### config.mk
export PLATFORM = sky130hd
export DESIGN_NAME = program_loader
export DESIGN_NICKNAME = d
export VERILOG_FILES = /design/src/rtl/loader_pkg.sv /design/src/rtl/serial_frame_rx.sv /design/src/rtl/program_loader.sv
export SDC_FILE = /design/constraint.sdc
export NUM_CORES = 1
export LEC_CHECK = 0
export CAP_MARGIN = 5
export CORE_MARGIN = 5
export CORE_UTILIZATION = 40
export CTS_BUF_LIST = sky130_fd_sc_hd__clkbuf_4
export CTS_CLUSTER_DIAMETER = 100
export DETAILED_ROUTE_END_ITERATION = 16
export PLACE_DENSITY_LB_ADDON = 0.25
export SLEW_MARGIN = 20
export SYNTH_ARGS = -nofsm -noshare
export SYNTH_HDL_FRONTEND = slang
export SYNTH_HIERARCHICAL = 1
export SYNTH_SLANG_ARGS = --single-unit
### constraint.sdc
create_clock -name clk -period 3.25 [get_ports clk]
set_input_delay 0.325 -clock clk [delete_from_list [all_inputs] [get_ports clk]]
set_output_delay 0.325 -clock clk [all_outputs]
set_load 0.01 [all_outputs]
### src/rtl/loader_pkg.sv
// Shared constants and state encoding for the serial program loader.
package loader_pkg;

    localparam int unsigned WORDS   = 16;
    localparam int unsigned DATA_W  = 7;
    localparam int unsigned FRAME_W = 8;

    typedef enum logic [1:0] {
        StIdle,
        StLoad,
        StRun,
        StError
    } state_e;

endpackage

### src/rtl/serial_frame_rx.sv
// Serial frame receiver: MSB-first shift register, bit counter and odd-parity check.
module serial_frame_rx
    import loader_pkg::*;
#(
    parameter int unsigned FRAME_BITS = FRAME_W
) (
    input  logic                  clk,
    input  logic                  reset,
    input  logic                  clear,
    input  logic                  enable,
    input  logic                  ser_data,
    input  logic                  ser_valid,
    output logic [FRAME_BITS-2:0] frame_word,
    output logic                  frame_strobe,
    output logic                  parity_ok
);

    localparam int unsigned CW = $clog2(FRAME_BITS);

    // The final bit is consumed combinationally, so only FRAME_BITS-1 bits are stored.
    logic [FRAME_BITS-2:0] shift_q;
    logic [CW-1:0]         bit_cnt_q;
    logic                  last_bit;

    assign last_bit = bit_cnt_q == CW'(FRAME_BITS - 1);

    always_ff @(posedge clk or posedge reset) begin
        if (reset) begin
            shift_q   <= '0;
            bit_cnt_q <= '0;
        end else if (clear) begin
            shift_q   <= '0;
            bit_cnt_q <= '0;
        end else if (enable && ser_valid) begin
            shift_q   <= {shift_q[FRAME_BITS-3:0], ser_data};
            bit_cnt_q <= last_bit ? '0 : bit_cnt_q + CW'(1);
        end
    end

    assign frame_word   = shift_q;
    assign frame_strobe = enable && ser_valid && last_bit;
    assign parity_ok    = ^{shift_q, ser_data};

endmodule

### src/rtl/program_loader.sv
// Loads a program serially into a flop-array memory, holding the core in reset until
// a complete, parity-clean image is resident.
module program_loader
    import loader_pkg::*;
#(
    parameter int unsigned WORDS  = loader_pkg::WORDS,
    parameter int unsigned DATA_W = loader_pkg::DATA_W
) (
    input  logic                     clk,
    input  logic                     reset,
    input  logic                     load_en,
    input  logic                     ser_data,
    input  logic                     ser_valid,
    input  logic [$clog2(WORDS)-1:0] mem_addr,
    output logic [DATA_W-1:0]        mem_data,
    output logic                     cpu_reset,
    output logic                     load_done,
    output logic                     load_err
);

    localparam int unsigned AW = $clog2(WORDS);

    state_e            state_q, state_d;
    logic [AW-1:0]     word_cnt_q;
    logic [DATA_W-1:0] mem_q [WORDS];

    logic              rx_clear, rx_enable;
    logic [DATA_W-1:0] frame_word;
    logic              frame_strobe, parity_ok;
    logic              word_good, last_word;

    // Counters sit at zero outside LOAD, so entering LOAD always starts clean.
    assign rx_clear  = state_q != StLoad;
    // Dropping load_en aborts the load, taking priority over a coincident 8th bit.
    assign rx_enable = (state_q == StLoad) && load_en;
    assign word_good = frame_strobe && parity_ok;
    assign last_word = word_cnt_q == AW'(WORDS - 1);

    serial_frame_rx #(
        .FRAME_BITS (DATA_W + 1)
    ) u_rx (
        .clk          (clk),
        .reset        (reset),
        .clear        (rx_clear),
        .enable       (rx_enable),
        .ser_data     (ser_data),
        .ser_valid    (ser_valid),
        .frame_word   (frame_word),
        .frame_strobe (frame_strobe),
        .parity_ok    (parity_ok)
    );

    always_ff @(posedge clk or posedge reset) begin
        if (reset) begin
            state_q <= StIdle;
        end else begin
            state_q <= state_d;
        end
    end

    always_comb begin
        state_d = state_q;
        unique case (state_q)
            StIdle, StRun, StError: begin
                if (load_en) begin
                    state_d = StLoad;
                end
            end
            StLoad: begin
                if (!load_en) begin
                    state_d = StError;
                end else if (frame_strobe && !parity_ok) begin
                    state_d = StError;
                end else if (word_good && last_word) begin
                    state_d = StRun;
                end
            end
            default: state_d = StIdle;
        endcase
    end

    always_ff @(posedge clk or posedge reset) begin
        if (reset) begin
            word_cnt_q <= '0;
            for (int unsigned i = 0; i < WORDS; i++) begin
                mem_q[i] <= '0;
            end
        end else if (rx_clear) begin
            word_cnt_q <= '0;
        end else if (word_good) begin
            mem_q[word_cnt_q] <= frame_word;
            word_cnt_q        <= last_word ? '0 : word_cnt_q + AW'(1);
        end
    end

    always_comb begin
        mem_data  = '0;
        cpu_reset = 1'b0;
        load_done = 1'b0;
        load_err  = 1'b0;
        unique case (state_q)
            StIdle:  mem_data = mem_q[mem_addr];
            StRun: begin
                mem_data  = mem_q[mem_addr];
                load_done = 1'b1;
            end
            StLoad:  cpu_reset = 1'b1;
            StError: begin
                cpu_reset = 1'b1;
                load_err  = 1'b1;
            end
            default: mem_data = '0;
        endcase
    end

endmodule
# == Word-level counts from Yosys, hierarchy flattened ==
# Cells that the tools add are included.
# totals
regBits,128
input_bits,9
word_cells,76
# classes
n_addsub,2
n_lt_le_gt_ge,3
n_eq_ne,8
muxes,23
bitwise_logic,3
n_reduce_logical,17
# op_table
op,count
112-bit bitwise mux,1
7-bit two-way mux,6
7-bit binary-select mux with 4-bit select,1
7-bit demux with 4-bit select,1
4-bit two-way mux,3
5-bit greater-or-equal comparator (second input constant),2
4-bit NOT with 5-bit output,2
3-bit two-way mux,3
2-bit two-way mux,4
8-bit XOR reduction,1
1-bit logical AND,7
5-bit by 1-bit less-than comparator with 1-bit output (second input constant),1
4-bit by 1-bit adder with 4-bit output (second input constant),1
2-bit == test (second input constant),2
4-bit == test (second input constant),1
4-bit by 2-bit != test with 1-bit output (second input constant),1
2-bit case mux with 2 select lines,1
2-bit AND reduction,2
2-bit nonzero test,2
2-bit OR reduction,2
3-bit by 1-bit adder with 3-bit output (second input constant),1
3-bit == test (second input constant),1
1-bit two-way mux,3
3-bit OR reduction,1
6 further kinds,6

# == Depth between registers and ports, before layout ==
# Gate-level depths: netlist of the first run.
# depth
depth_word,10
depth_mapped,9
mapped_depth_nobuf,7

# == Hierarchy ==
# Netlist of the first run, hierarchy kept.
# modules_own_cells
module,instances,cells_each,area_per_inst_um2
program_loader,1,402,5723.0
serial_frame_rx,1,55,498.0

# == Worst setup path before layout of the first run ==
# Ideal clock, no wire load.
# synth_path
path_type,reg2reg
from,reg state_q[0]
to,reg mem_q[10] (netlist name)
arrival_time_ns,2.049
t_required_ns,3.125
path_slack_ns,1.076
path_stages_with_launch,10
path_buffers,2
synth_period_minus_slack_ns,2.174
path_cell_list,dfrtp_1 and2b_2 and2_2 and3_1 and2_0 clkbuf_2 and3_1 buf_6 nand3_4 mux2_2
# synth_via
elab_chain_len,6
# synth_lines
item,line_no,source
start: declaration,program_loader.sv:23,"state_e state_q, state_d;"
start signal: assignment,program_loader.sv:55,state_q <= StIdle;
start signal: assignment,program_loader.sv:57,state_q <= state_d;
2-bit by 1-bit == test with 1-bit output,program_loader.sv:35,assign rx_enable = (state_q == StLoad) && load_en;
1-bit logical AND,program_loader.sv:35,
net rx_enable,program_loader.sv:27,"logic rx_clear, rx_enable;"
1-bit logical AND (2 in a row),serial_frame_rx.sv:41,assign frame_strobe = enable && ser_valid && last_bit;
net frame_strobe,program_loader.sv:29,"logic frame_strobe, parity_ok;"
1-bit logical AND,program_loader.sv:36,assign word_good = frame_strobe && parity_ok;
2-bit AND reduction (no source line),--,
end signal: indexed assignment,program_loader.sv:91,mem_q[word_cnt_q] <= frame_word;
end: declaration,program_loader.sv:25,logic [DATA_W-1:0] mem_q [WORDS];
# The timed path passes the listed nets, and every way through them passes these cells.
# A chain may end at the register's enable or synchronous reset.

# == Final worst setup path of the first run ==
# layout_path
from,in mem_addr[2]
to,out mem_data[3]
# layout_via
elab_chain_len,5
# layout_lines
item,line_no,source
start: declaration,program_loader.sv:14,"input logic [$clog2(WORDS)-1:0] mem_addr,"
4-bit NOT with 5-bit output (not written as such),"program_loader.sv:102, program_loader.sv:104",
7-bit binary-select mux with 4-bit select,"program_loader.sv:102, program_loader.sv:104",
7-bit two-way mux (not written as such) (2 in a row),"program_loader.sv:102, program_loader.sv:104",
7-bit two-way mux,--,
end: declaration,program_loader.sv:15,"output logic [DATA_W-1:0] mem_data,"
# No other way between the ends. The select of a mux whose other input is x is not followed.

==> results.cfg, run 1 <==
[status]
outcome = complete, no violations

[critical_path]
reg2reg_to = mem_q[24]
critPathMaxFanout = 9
cp.required_ns = 2.92
rr_startpoint = state_q[0]
reg2reg_depth = 7
r2r_setup_slack_ns = 0.53
endpoint_kind = output pin
arrival_ns = 2.53
crit_start = mem_addr[2]
critical_path_class = in2out
worst_setup_path_start_kind = input port

[die]
start_util = 0.409
die-width_um = 135
ioPinCount = 19
design.core.area_mm2 = 0.0152
die_y_um = 135
die_area_mm2 = 0.0181
rows = 45

[pwr]
combPwrFrac = 0.047
p_int_mw = 2.02
netSwitchingFraction = 0.259
seqPwrFrac = 0.585
switching_power_mw = 0.706
powerDensity_mw_per_mm2 = 400
p_leak_nw = 3.35
p_clk_frac = 0.368
peakVddDrop_v = 0.000242
total_power_mw = 2.73

[global_routing]
gr-usage-met1 = 0.228
overflow = 0
busiest_layer = met2
first_global_vias = 3927
grt_start_max_net_pins = 119
antenna_found_initial = 0
gr-usage-all-layers = 0.168
met2_usage = 0.265
grtUsageMet3 = 0.0455
grt_pass1_wl_um = 22800

[sta]
drv_slew = 0
fin_worst_skew_ns = 0.0192
final.period_utilization = 0.879
setup_viol = 0
min_period_ns = 2.86
hold_viol_final = 0
rsz0062_at_grt = no
fmaxAchievable_mhz = 350
tightestPinTransition_ns = 0.755
timing.setup.tns_ns = 0
slew_headroom = 0.496

[clocking]
clk_pin_slew_ns = 0.11
numCtsBuffers = 17
cts_sinks = 128
root_buffer = clkbuf_4
cts_resized = 0
postCtsHoldBufs = 0
cts_max_level = 4
post_cts_buffers = 0
clk_path_buf_depth = 2
cts_tree = yes
clock_latency_ns = 0.54

[synth]
syn-num-nets = 472
ys_types = 40
synthTopCellsByArea = dfrtp_1 (51%), mux2_2 (20%), mux2i_1 (5.3%), mux4_2 (5.1%), nand2_1 (1.7%)
synthCells = 457
ys_seq_elements = 128
synth.avg_cell_area_um2 = 13.6
syn_area_mm2 = 0.00622
synth_top_area_share = 0.515
synth.yosys.warnings = 6
synthFlopType = dfrtp_1
async_flop_share = 1.00
synth.largest_area_cell = dfrtp_1
synth-seq-area-share = 0.515
synth_edf_count = 0

[finish]
final_common_cell = dfrtp_1
nNetsFinal = 490
synthToLayoutAreaGrowth_pct = 9.59
final_layout_size_suffix_gt1_frac = 0.395
final_cell_mix = dfrtp_1 (128), mux2_2 (112), mux2i_1 (33)

[job]
maxCapViolations = 0

[hold_path]
hold_class = in2async

[placement]
port_buffers = 18
place.gp.congestion = 0.845
dpl.hpwl_um = 9330

[drt]
wl_per_cell_um = 21.0
initialDrtViolationCount = 215
ant_nets = 0
vias_per_cell = 5.49
drt_first_pass_iters = 4
via_count = 3719
remaining_drc_errors = 0
postRouteWirelength_um = 14200
## critical path, cell delays in order
cell and delay [ns]:
clkdlybuf4s50_1 0.63, nor2b_1 0.60, a22oi_1 0.20, o211ai_1 0.13
o21ai_0 0.14, clkdlybuf4s50_1 0.51
## area by class of cell
| type | count | area (um^2) |
|---|---|---|
| Tap cell | 188 | 235 |
| Fill cell | 1401 | 8380 |
| Timing Repair Buffer | 29 | 295 |
| Clock buffer | 18 | 135 |
| Clock inverter | 14 | 118 |
| Sequential cell | 128 | 3200 |
| Multi-Input combinational cell | 294 | 2810 |
| Antenna cell | 1 | 2.50 |
| Inverter | 5 | 22.5 |
## registers in the layout (all words and copies together) (netlist names)
| signal | flops |
|---|---|
| mem_q | 112 |
| u_rx/frame_word | 7 |
| state_q | 2 |
| u_rx/bit_cnt_q | 3 |
| word_cnt_q | 4 |
## metrics by stage
stage / hold WS [ns] / std cells / worst slack, ns / util / cell area (um^2)
after floorplan: 0.165 / 457 / 1.08 / - / 6220
after global placement: 0.482 / 644 / 0.377 / 0.432 / 6560
after detailed placement: 0.489 / 644 / 0.331 / 0.432 / 6560
after CTS: 0.109 / 676 / 0.393 / 0.448 / 6820
after global routing: 0.148 / 676 / 0.244 / 0.448 / 6820
final: 0.140 / 677 / 0.393 / 0.448 / 6820
## worst max-delay path by stage
stage	end	slack [ns]	cells after the start
3_5_place_dp	mem_q[69]	0.33	8
5_1_grt	mem_data[0]	0.24	6
3_3_place_gp	mem_q[24]	0.38	8
6_report	mem_data[3]	0.39	6
2_1_floorplan	mem_q[10]	1.08	9
4_1_cts	mem_data[3]	0.39	6
## kinds of logic (layout without fill, tap and decap cells)
family / count (synthesis) / in the layout / share of synthesized area
AO/OA/AOI/OAI: 41 / 41 / 0.0406
AND/OR/NAND/NOR: 80 / 80 / 0.0807
multiplexers: 159 / 159 / 0.307
flip-flops: 128 / 128 / 0.515
other: 0 / 1 / 0
adder cells (fa/ha/maj): 6 / 6 / 0.0121
XOR/XNOR: 8 / 8 / 0.0113
buffers and inverters: 35 / 66 / 0.0340
## per-layer routing
layer | vias up | wire (um)
met5 | - | 0
met4 | 0 | 176
met3 | 16 | 832
met2 | 84 | 6820
met1 | 1948 | 6400
li1 | 1671 | -
## synth_stat cells (all sizes together), types with 6 or more instances
library cell,instances
mux4,14
clkbuf,11
mux2i,33
nand3,9
a22oi,14
nor2,8
a21oi,17
dfrtp,128
ha,6
xnor2,6
nand2,41
buf,18
mux2,112
## power by group through the flow
stage / Combinational (mW) / Sequential [mW] / Clock (mW)
floorplan: 0.0893 / 1.63 / 0
global placement: 0.130 / 1.63 / 0
detailed placement: 0.132 / 1.63 / 0
CTS: 0.133 / 1.60 / 1.04
global route: 0.144 / 1.60 / 1.11
finish: 0.129 / 1.60 / 1.00
Power figures use the tool's default switching activity.
==> inputs of run 2 (changes only) <==
--- a/config.mk
+++ b/config.mk
@@ -6,7 +6,7 @@
 export NUM_CORES = 1
 export LEC_CHECK = 0
 export CAP_MARGIN = 5
-export CORE_MARGIN = 5
+export CORE_ASPECT_RATIO = 2
 export CORE_UTILIZATION = 40
 export CTS_BUF_LIST = sky130_fd_sc_hd__clkbuf_4
 export CTS_CLUSTER_DIAMETER = 100
==> run 2 against run 1 <==
  * Utilization is 0.40 points higher
  * Die area fell by 11%
  * Routed wire length rose by 3.3%
  * Sequential cell count unchanged
  * Register-to-register slack worse by 0.04 ns
  * Critical path depth up 1
==> results.cfg, run 2 (synthesized netlist as in run 1, its figures left out) <==
[clocking]
cts_sinks = 128
post_cts_buffers = 0
cts_resized = 0
clk_pin_slew_ns = 0.11
root_buffer = clkbuf_4
clock_latency_ns = 0.54
cts_tree = yes
numCtsBuffers = 17
clk_path_buf_depth = 2
postCtsHoldBufs = 0
cts_max_level = 4

[sta]
min_period_ns = 2.89
drv_slew = 0
tightestPinTransition_ns = 0.835
final.period_utilization = 0.890
timing.setup.tns_ns = 0
setup_viol = 0
fmaxAchievable_mhz = 346
hold_viol_final = 0
rsz0062_at_grt = no
slew_headroom = 0.442
fin_worst_skew_ns = 0.0222

[critical_path]
cp.required_ns = 2.92
critical_path_class = in2out
r2r_setup_slack_ns = 0.49
arrival_ns = 2.57
reg2reg_depth = 7
rr_startpoint = state_q[0]
critPathMaxFanout = 14
worst_setup_path_start_kind = input port
endpoint_kind = output pin
reg2reg_to = mem_q[26]

[finish]
largest_register_ffs = 112
fin_util = 0.452
finalNonFillerCells = 693
regMostFlops = mem_q
nNetsFinal = 496
final_layout_size_suffix_gt1_frac = 0.405
synthToLayoutAreaGrowth_pct = 10.7
nFillCells = 1419
final_common_cell = dfrtp_1
final_cell_mix = dfrtp_1 (128), mux2_2 (112), mux2i_1 (33)

[drt]
initialDrtViolationCount = 199
ant_nets = 0
via_count = 3752
drt_first_pass_iters = 4
vias_per_cell = 5.41
remaining_drc_errors = 0
wl_per_cell_um = 21.2
postRouteWirelength_um = 14700

[global_routing]
grt_pass1_wl_um = 22900
grt_start_max_net_pins = 65
gr-usage-all-layers = 0.196
first_global_vias = 3935
overflow = 0
antenna_found_initial = 1

[placement]
placed_cells = 660
dpl.hpwl_um = 10700
port_buffers = 18
place.gp.congestion = 0.875

[die]
design.core.area_mm2 = 0.0152
start_util = 0.409
ioPinCount = 19
die_y_um = 178
rows = 64
die_area_mm2 = 0.0161
die-width_um = 90.2

[pwr]
powerDensity_mw_per_mm2 = 405
p_leak_nw = 3.39
total_power_mw = 2.79
peakVddDrop_v = 0.000236

[status]
outcome = complete, no violations

[hold_path]
hold_class = in2async

[job]
maxCapViolations = 0
[run 2: cell count changes in the layout (fill, tap and decap cells not counted)]
cell / change
buf_4: +7
clkbuf_4: -1
clkinvlp_4: -1
buf_12: -1
inv_6: -2
clkinv_4: +2
bufinv_16: +1
clkinv_1: -1
clkinv_2: +2
[run 2: worst max-delay path by stage]
| stage | from | to | cells after the start |
|---|---|---|---|
| 2_1_floorplan | state_q[0] | mem_q[10] | 9 |
| 3_3_place_gp | ser_data | mem_q[26] | 8 |
| 3_5_place_dp | ser_data | mem_q[76] | 8 |
| 4_1_cts | mem_addr[2] | mem_data[6] | 7 |
| 5_1_grt | mem_addr[2] | mem_data[6] | 7 |
| 6_report | mem_addr[2] | mem_data[6] | 7 |
[run 2: final cells by class]
class	count	area, um^2	area share
timing repair buffer	35	328	0.0476
tap	198	248	0.0360
clock inverter	15	146	0.0213
sequential	128	3200	0.465
multi-input combinational	294	2810	0.408
clock buffer	17	128	0.0185
antenna	1	2.50	0.000364
inverter	5	22.5	0.00327
[run 2: critical path, stage by stage]
cell and delay, ns:
clkdlybuf4s50_1 0.58, buf_4 0.28, nor2b_1 0.16, a22oi_1 0.25, o211ai_1 0.13, a21oi_1 0.26
clkdlybuf4s50_1 0.58
[run 2: stage by stage]
stage	hold slack [ns]	area [um^2]	worst slack [ns]
after floorplan	0.165	6220	1.08
after global placement	0.482	6610	0.264
after detailed placement	0.487	6610	0.258
after CTS	0.104	6880	0.337
after global routing	0.140	6880	0.205
final	0.141	6880	0.357
[run 2: layer usage]
metal,routed length [um],track usage,up-vias,share of wire
met1,5400,0.206,1948,0.37
met4,782,0.118,0,0.053
met5,0,0,-,0
li1,-,-,1697,-
met2,8170,0.360,72,0.56
met3,340,0.0341,35,0.023
[run 2: report_power, final]
group,total (mW),internal (mW),switching [mW]
registers,1.60,1.59,0.00160
clock network,1.06,0.449,0.608
logic,0.134,0.0480,0.0861
